**src/rtl/count_mon_pkg.sv**
```systemverilog
// Shared encodings for the count monitor.
// Holds the FSM states and the step-class codes.
package count_mon_pkg;

  typedef enum logic [1:0] {
    EMPTY   = 2'd0,
    ACQUIRE = 2'd1,
    LOCKED  = 2'd2
  } state_t;

  typedef enum logic [1:0] {
    UP   = 2'd0,
    DOWN = 2'd1,
    HOLD = 2'd2,
    SKIP = 2'd3
  } step_t;

  localparam logic [7:0] ERR_MAX = 8'hFF;

endpackage

```
**src/rtl/count_step_classify.sv**
```systemverilog
// Classifies one counter step from the modular delta.
// Wrap-around steps fall out of the mod-2^BITS subtraction.
module count_step_classify
  import count_mon_pkg::*;
#(
  parameter int BITS = 4
) (
  input  logic [BITS-1:0] count_in,
  input  logic [BITS-1:0] prev,
  output step_t           step
);

  localparam logic [BITS-1:0] ONE = BITS'(1);
  localparam logic [BITS-1:0] ALL = '1;

  logic [BITS-1:0] delta;

  assign delta = count_in - prev;

  // Map the delta onto one of the four step classes
  always_comb begin
    step = SKIP;
    if (delta == '0)
      step = HOLD;
    else if (delta == ONE)
      step = UP;
    else if (delta == ALL)
      step = DOWN;
  end

endmodule

```
**src/rtl/count_monitor.sv**
```systemverilog
// Tracks a far-end up/down counter: lock, direction,
// illegal steps and stalls, all outputs registered.
module count_monitor
  import count_mon_pkg::*;
#(
  parameter int BITS        = 4,
  parameter int STALL_LIMIT = 15
) (
  input  logic            clk,
  input  logic            rst,
  input  logic [BITS-1:0] count_in,
  input  logic            valid_in,
  output logic            locked,
  output logic            dir_up,
  output logic            dir_change,
  output logic            err_skip,
  output logic            stalled,
  output logic [7:0]      err_count
);

  localparam logic [7:0] LIMIT = 8'(STALL_LIMIT);

  state_t          state, state_n;
  step_t           step;
  logic [BITS-1:0] prev, prev_n;
  logic [7:0]      hold_run, hold_n;
  logic            skip_run, skip_n;
  logic            dir_n, chg_n, skp_n;
  logic [7:0]      errc_n;

  count_step_classify #(.BITS(BITS)) u_classify (
    .count_in (count_in),
    .prev     (prev),
    .step     (step)
  );

  // State and history registers; reset discards all history
  always_ff @(posedge clk or posedge rst) begin
    if (rst) begin
      state      <= EMPTY;
      prev       <= '0;
      hold_run   <= '0;
      skip_run   <= 1'b0;
      dir_up     <= 1'b1;
      dir_change <= 1'b0;
      err_skip   <= 1'b0;
      err_count  <= '0;
    end else begin
      state      <= state_n;
      prev       <= prev_n;
      hold_run   <= hold_n;
      skip_run   <= skip_n;
      dir_up     <= dir_n;
      dir_change <= chg_n;
      err_skip   <= skp_n;
      err_count  <= errc_n;
    end
  end

  // Next state, run counters and pulses for each valid sample
  always_comb begin
    state_n = state;
    prev_n  = prev;
    hold_n  = hold_run;
    skip_n  = skip_run;
    dir_n   = dir_up;
    chg_n   = 1'b0;
    skp_n   = 1'b0;
    errc_n  = err_count;
    if (valid_in) begin
      prev_n = count_in;
      unique case (state)
        EMPTY: state_n = ACQUIRE;
        ACQUIRE: begin
          if (step == UP || step == DOWN) begin
            dir_n   = (step == UP);
            state_n = LOCKED;
            hold_n  = '0;
            skip_n  = 1'b0;
          end
        end
        LOCKED: begin
          hold_n = '0;
          skip_n = 1'b0;
          unique case (step)
            UP, DOWN: begin
              if ((step == UP) != dir_up) begin
                dir_n = ~dir_up;
                chg_n = 1'b1;
              end
            end
            HOLD: begin
              if (hold_run < LIMIT)
                hold_n = hold_run + 8'd1;
              else
                hold_n = hold_run;
            end
            SKIP: begin
              skp_n = 1'b1;
              if (err_count != ERR_MAX)
                errc_n = err_count + 8'd1;
              if (skip_run)
                state_n = ACQUIRE;
              else
                skip_n = 1'b1;
            end
            default: ;
          endcase
        end
        default: state_n = EMPTY;
      endcase
    end
  end

  assign locked  = (state == LOCKED);
  assign stalled = (hold_run >= LIMIT);

endmodule

```
**config.mk**
```make
export PLATFORM = sky130hd
export DESIGN_NAME = count_monitor
export DESIGN_NICKNAME = d
export VERILOG_FILES = /design/src/rtl/count_mon_pkg.sv /design/src/rtl/count_step_classify.sv /design/src/rtl/count_monitor.sv
export SDC_FILE = /design/constraint.sdc
export NUM_CORES = 1
export LEC_CHECK = 0
export CORE_MARGIN = 4
export CORE_UTILIZATION = 45
export CTS_CLUSTER_DIAMETER = 100
export DETAILED_ROUTE_END_ITERATION = 6
export HOLD_SLACK_MARGIN = 0.05
export PLACE_DENSITY = 0.75
export SLEW_MARGIN = 20
export SYNTH_ARGS = -nofsm -noshare
export SYNTH_HDL_FRONTEND = slang
export SYNTH_SLANG_ARGS = --single-unit
```
**constraint.sdc**
```tcl
create_clock -name clk -period 4.9 [get_ports clk]
set_input_delay 1.47 -clock clk [delete_from_list [all_inputs] [get_ports clk]]
set_output_delay 1.47 -clock clk [all_outputs]
set_load 0.01 [all_outputs]
```
==> flow_metrics.tcl <==
set metrics [dict create \
    nets 177 \
    multi_input_area_um2 807 \
    ir_drop_v 0.000221 \
    grt_pass1_vias 1122 \
    clk_path_buf_depth 2 \
    grt_use_total_pct 14.1 \
    antenna_found_initial 0 \
    synth_area_leader_cell "dfrtp_1" \
    hp-class "reg -> reg" \
    hpwl_um 2110 \
    hold_buffers 0 \
    yosysWarnings 0 \
    clock-sinks 26 \
    clock_skew_ns 0.00371 \
    diodes 0 \
    synth_top_flop_cell "dfrtp_1" \
    synth.cells.most_frequent "25 x dfrtp_1, 10 x ha_1, 9 x inv_1, 9 x nand2_1, 9 x o21ai_0" \
    synthesis.nets 156 \
    comb_power_share_pct 39.5 \
    wl_per_cell_um 14.1 \
    dr.pass1.iters 4 \
    cts_max_level 1 \
    ys_seq_elements 26 \
    reg2reg_slack_ns 2.19 \
    ios 20 \
    overflow 0 \
    p_switching_uw 256 \
    routed_wl_um 2840 \
    endpoint_kind "register" \
    worst_slew_pin_slew_ns 0.934 \
    vias_per_cell 5.34 \
    rows 20 \
    fillCellCount 288 \
    cts_setup_buffers 0 \
    rsz0062_at_grt "no" \
    min_period_ns 3.93 \
    die_w_um 66.3 \
    antenna_left 0 \
    synthCells 138 \
    grt_first_pass_wirelength_um 4870 \
    drive_gt1_share_pct 13.3 \
    design_power_total_uw 724 \
    async_reset_ff_share_pct 100 \
    synth_xor_area_share_pct 4.58 \
    hold_violations 0 \
    p_int_uw 468 \
    cts_tree "done" \
    vias 1078 \
    start_util_pct 48.5 \
    synth.area.top_cells "dfrtp_1 41%, ha_1 8.2%, o21ai_0 2.9%" \
    max_freq_mhz 254 \
    clkTransAtPathRegs_ns 0.15 \
    dpl-instance-area_um2 1740 \
    core_um2 3150 \
    drv_slew 0 \
    seqPwrFrac_pct 39.6 \
    slew_headroom_pct 37.3 \
    seq_area_frac_synth_pct 42.6 \
    dieArea_um2 4400 \
    synth_simple_gate_area_share_pct 18.5 \
    port_buffers 19 \
    clock_power_share_pct 20.9 \
    p_per_area_nw_per_um2 404 \
    seqCellArea_um2 652 \
    area.growth.synth_to_final_pct 17.3 \
    startpoint_type "input pin" \
    swShare_pct 35.4 \
    drc 0 \
    synth-compound-area-share_pct 14.2 \
    cts_root_buf "clkbuf_4" \
    clk_latency_ns 0.33 \
    synth_cell_types 46 \
    worstSetupPathType "in -> reg" \
    yosys.cell_count.top_type "dfrtp_1" \
    grt_max_degree 27 \
    synth.mux.area_fraction_pct 5.97 \
    drt-initial-drc-count 31 \
    synth_top_family_by_area "simple AND/OR/NAND/NOR gates" \
    arrival_ns 4.17 \
    fin_area_um2 1790 \
    worstPathRequired_ns 5.14 \
    post_cts_resize_count 0 \
    crit_fanout 5 \
    synthAdderAreaFrac_pct 9.48 \
    cts_buffers 3 \
    fin_setup_tns_ns 0 \
    syn_avg_cell_area_um2 11.1 \
    run_status "completed" \
    leakage_uw 0.000818 \
    synth_edf_count 0 \
    setup_viol 0 \
    synthesis.area_um2 1530 \
    cap_violations 0 \
    gp_congestion 0.756 \
    synth_top_area_share_pct 40.9 \
    fp.dieH_um 66.3 \
    period_share_pct 80.2 \
]
## per-stage QoR
stage	setup WS, ns	std cells	util (%)	hold slack, ns
after global placement	0.732	198	55.2	0.461
final	0.970	202	56.9	0.499
after CTS	0.974	202	56.9	0.499
after floorplan	1.27	138	-	0.444
after global routing	0.782	202	56.9	0.512
after detailed placement	0.636	198	55.2	0.463
## per-layer routing
metal  wire length [um]  GRT usage, %  up-vias
met1               1320          17.7      524
met4                 37          4.82        0
met5                  0             0        -
li1                   -             -      530
met3                115          3.06        5
met2               1370          23.9       19
## sequential cells by signal (all words and copies together), names as in the netlist
register	flops
err_skip	1
prev	4
state	2
dir_up	1
hold_run	8
skip_run	1
err_count	8
dir_change	1
## critical path, stage by stage
cell	delay, ns
clkdlybuf4s50_1	0.42
inv_1	0.06
ha_1	0.15
inv_1	0.05
fa_1	0.37
xor2_1	0.23
or2_1	0.26
nor3_1	0.55
o31ai_1	0.16
o21ai_2	0.13
mux2_4	0.32
## power groups by stage
stage	logic [uW]	registers, uW	clock network [uW]
after floorplan	191	293	0
after global placement	272	287	0
after detailed placement	285	291	0
after CTS	288	287	153
after global routing	322	294	163
final	286	287	152
## cells in the final DEF, fill, tap and decap left out, types with 4 or more instances in the layout
cell             count
o21ai_0              9
mux2_2               4
clkdlybuf4s50_1     19
nand2_1              9
dfrtp_1             25
and2_1               4
xnor2_1              5
inv_1                8
ha_1                10
nand3_1              6
## cells by family (layout without fill, tap and decap cells)
kind of cell             count (synthesis)  in the layout
buffers and inverters                   13             33
AND/OR/NAND/NOR                         44             44
adder cells (fa/ha/maj)                 11             11
flip-flops                              26             26
XOR/XNOR                                 8              8
multiplexers                             8              8
AO/OA/AOI/OAI                           28             28
## layout make-up
class | count | share of cell area (%)
clock buffer | 3 | 1.26
clock inverter | 1 | 1.67
inverter | 10 | 2.09
multi-input combinational | 99 | 45.0
sequential | 26 | 36.3
tap | 44 | 3.07
timing repair buffer | 19 | 10.6
## final timing paths
path / start / end / depth (start not counted)
hold / removal: hold_run[4] / hold_run[4] / 1
min in group asynchronous: rst / err_count[2] / 2
max in group asynchronous: rst / prev[3] / 2
setup / recovery: count_in[0] / state[1] / 11
setup reg to reg: prev[0] / state[1] / 9
hold reg to reg: hold_run[4] / hold_run[4] / 1
No activity file was read; power rests on OpenSTA's default activity.
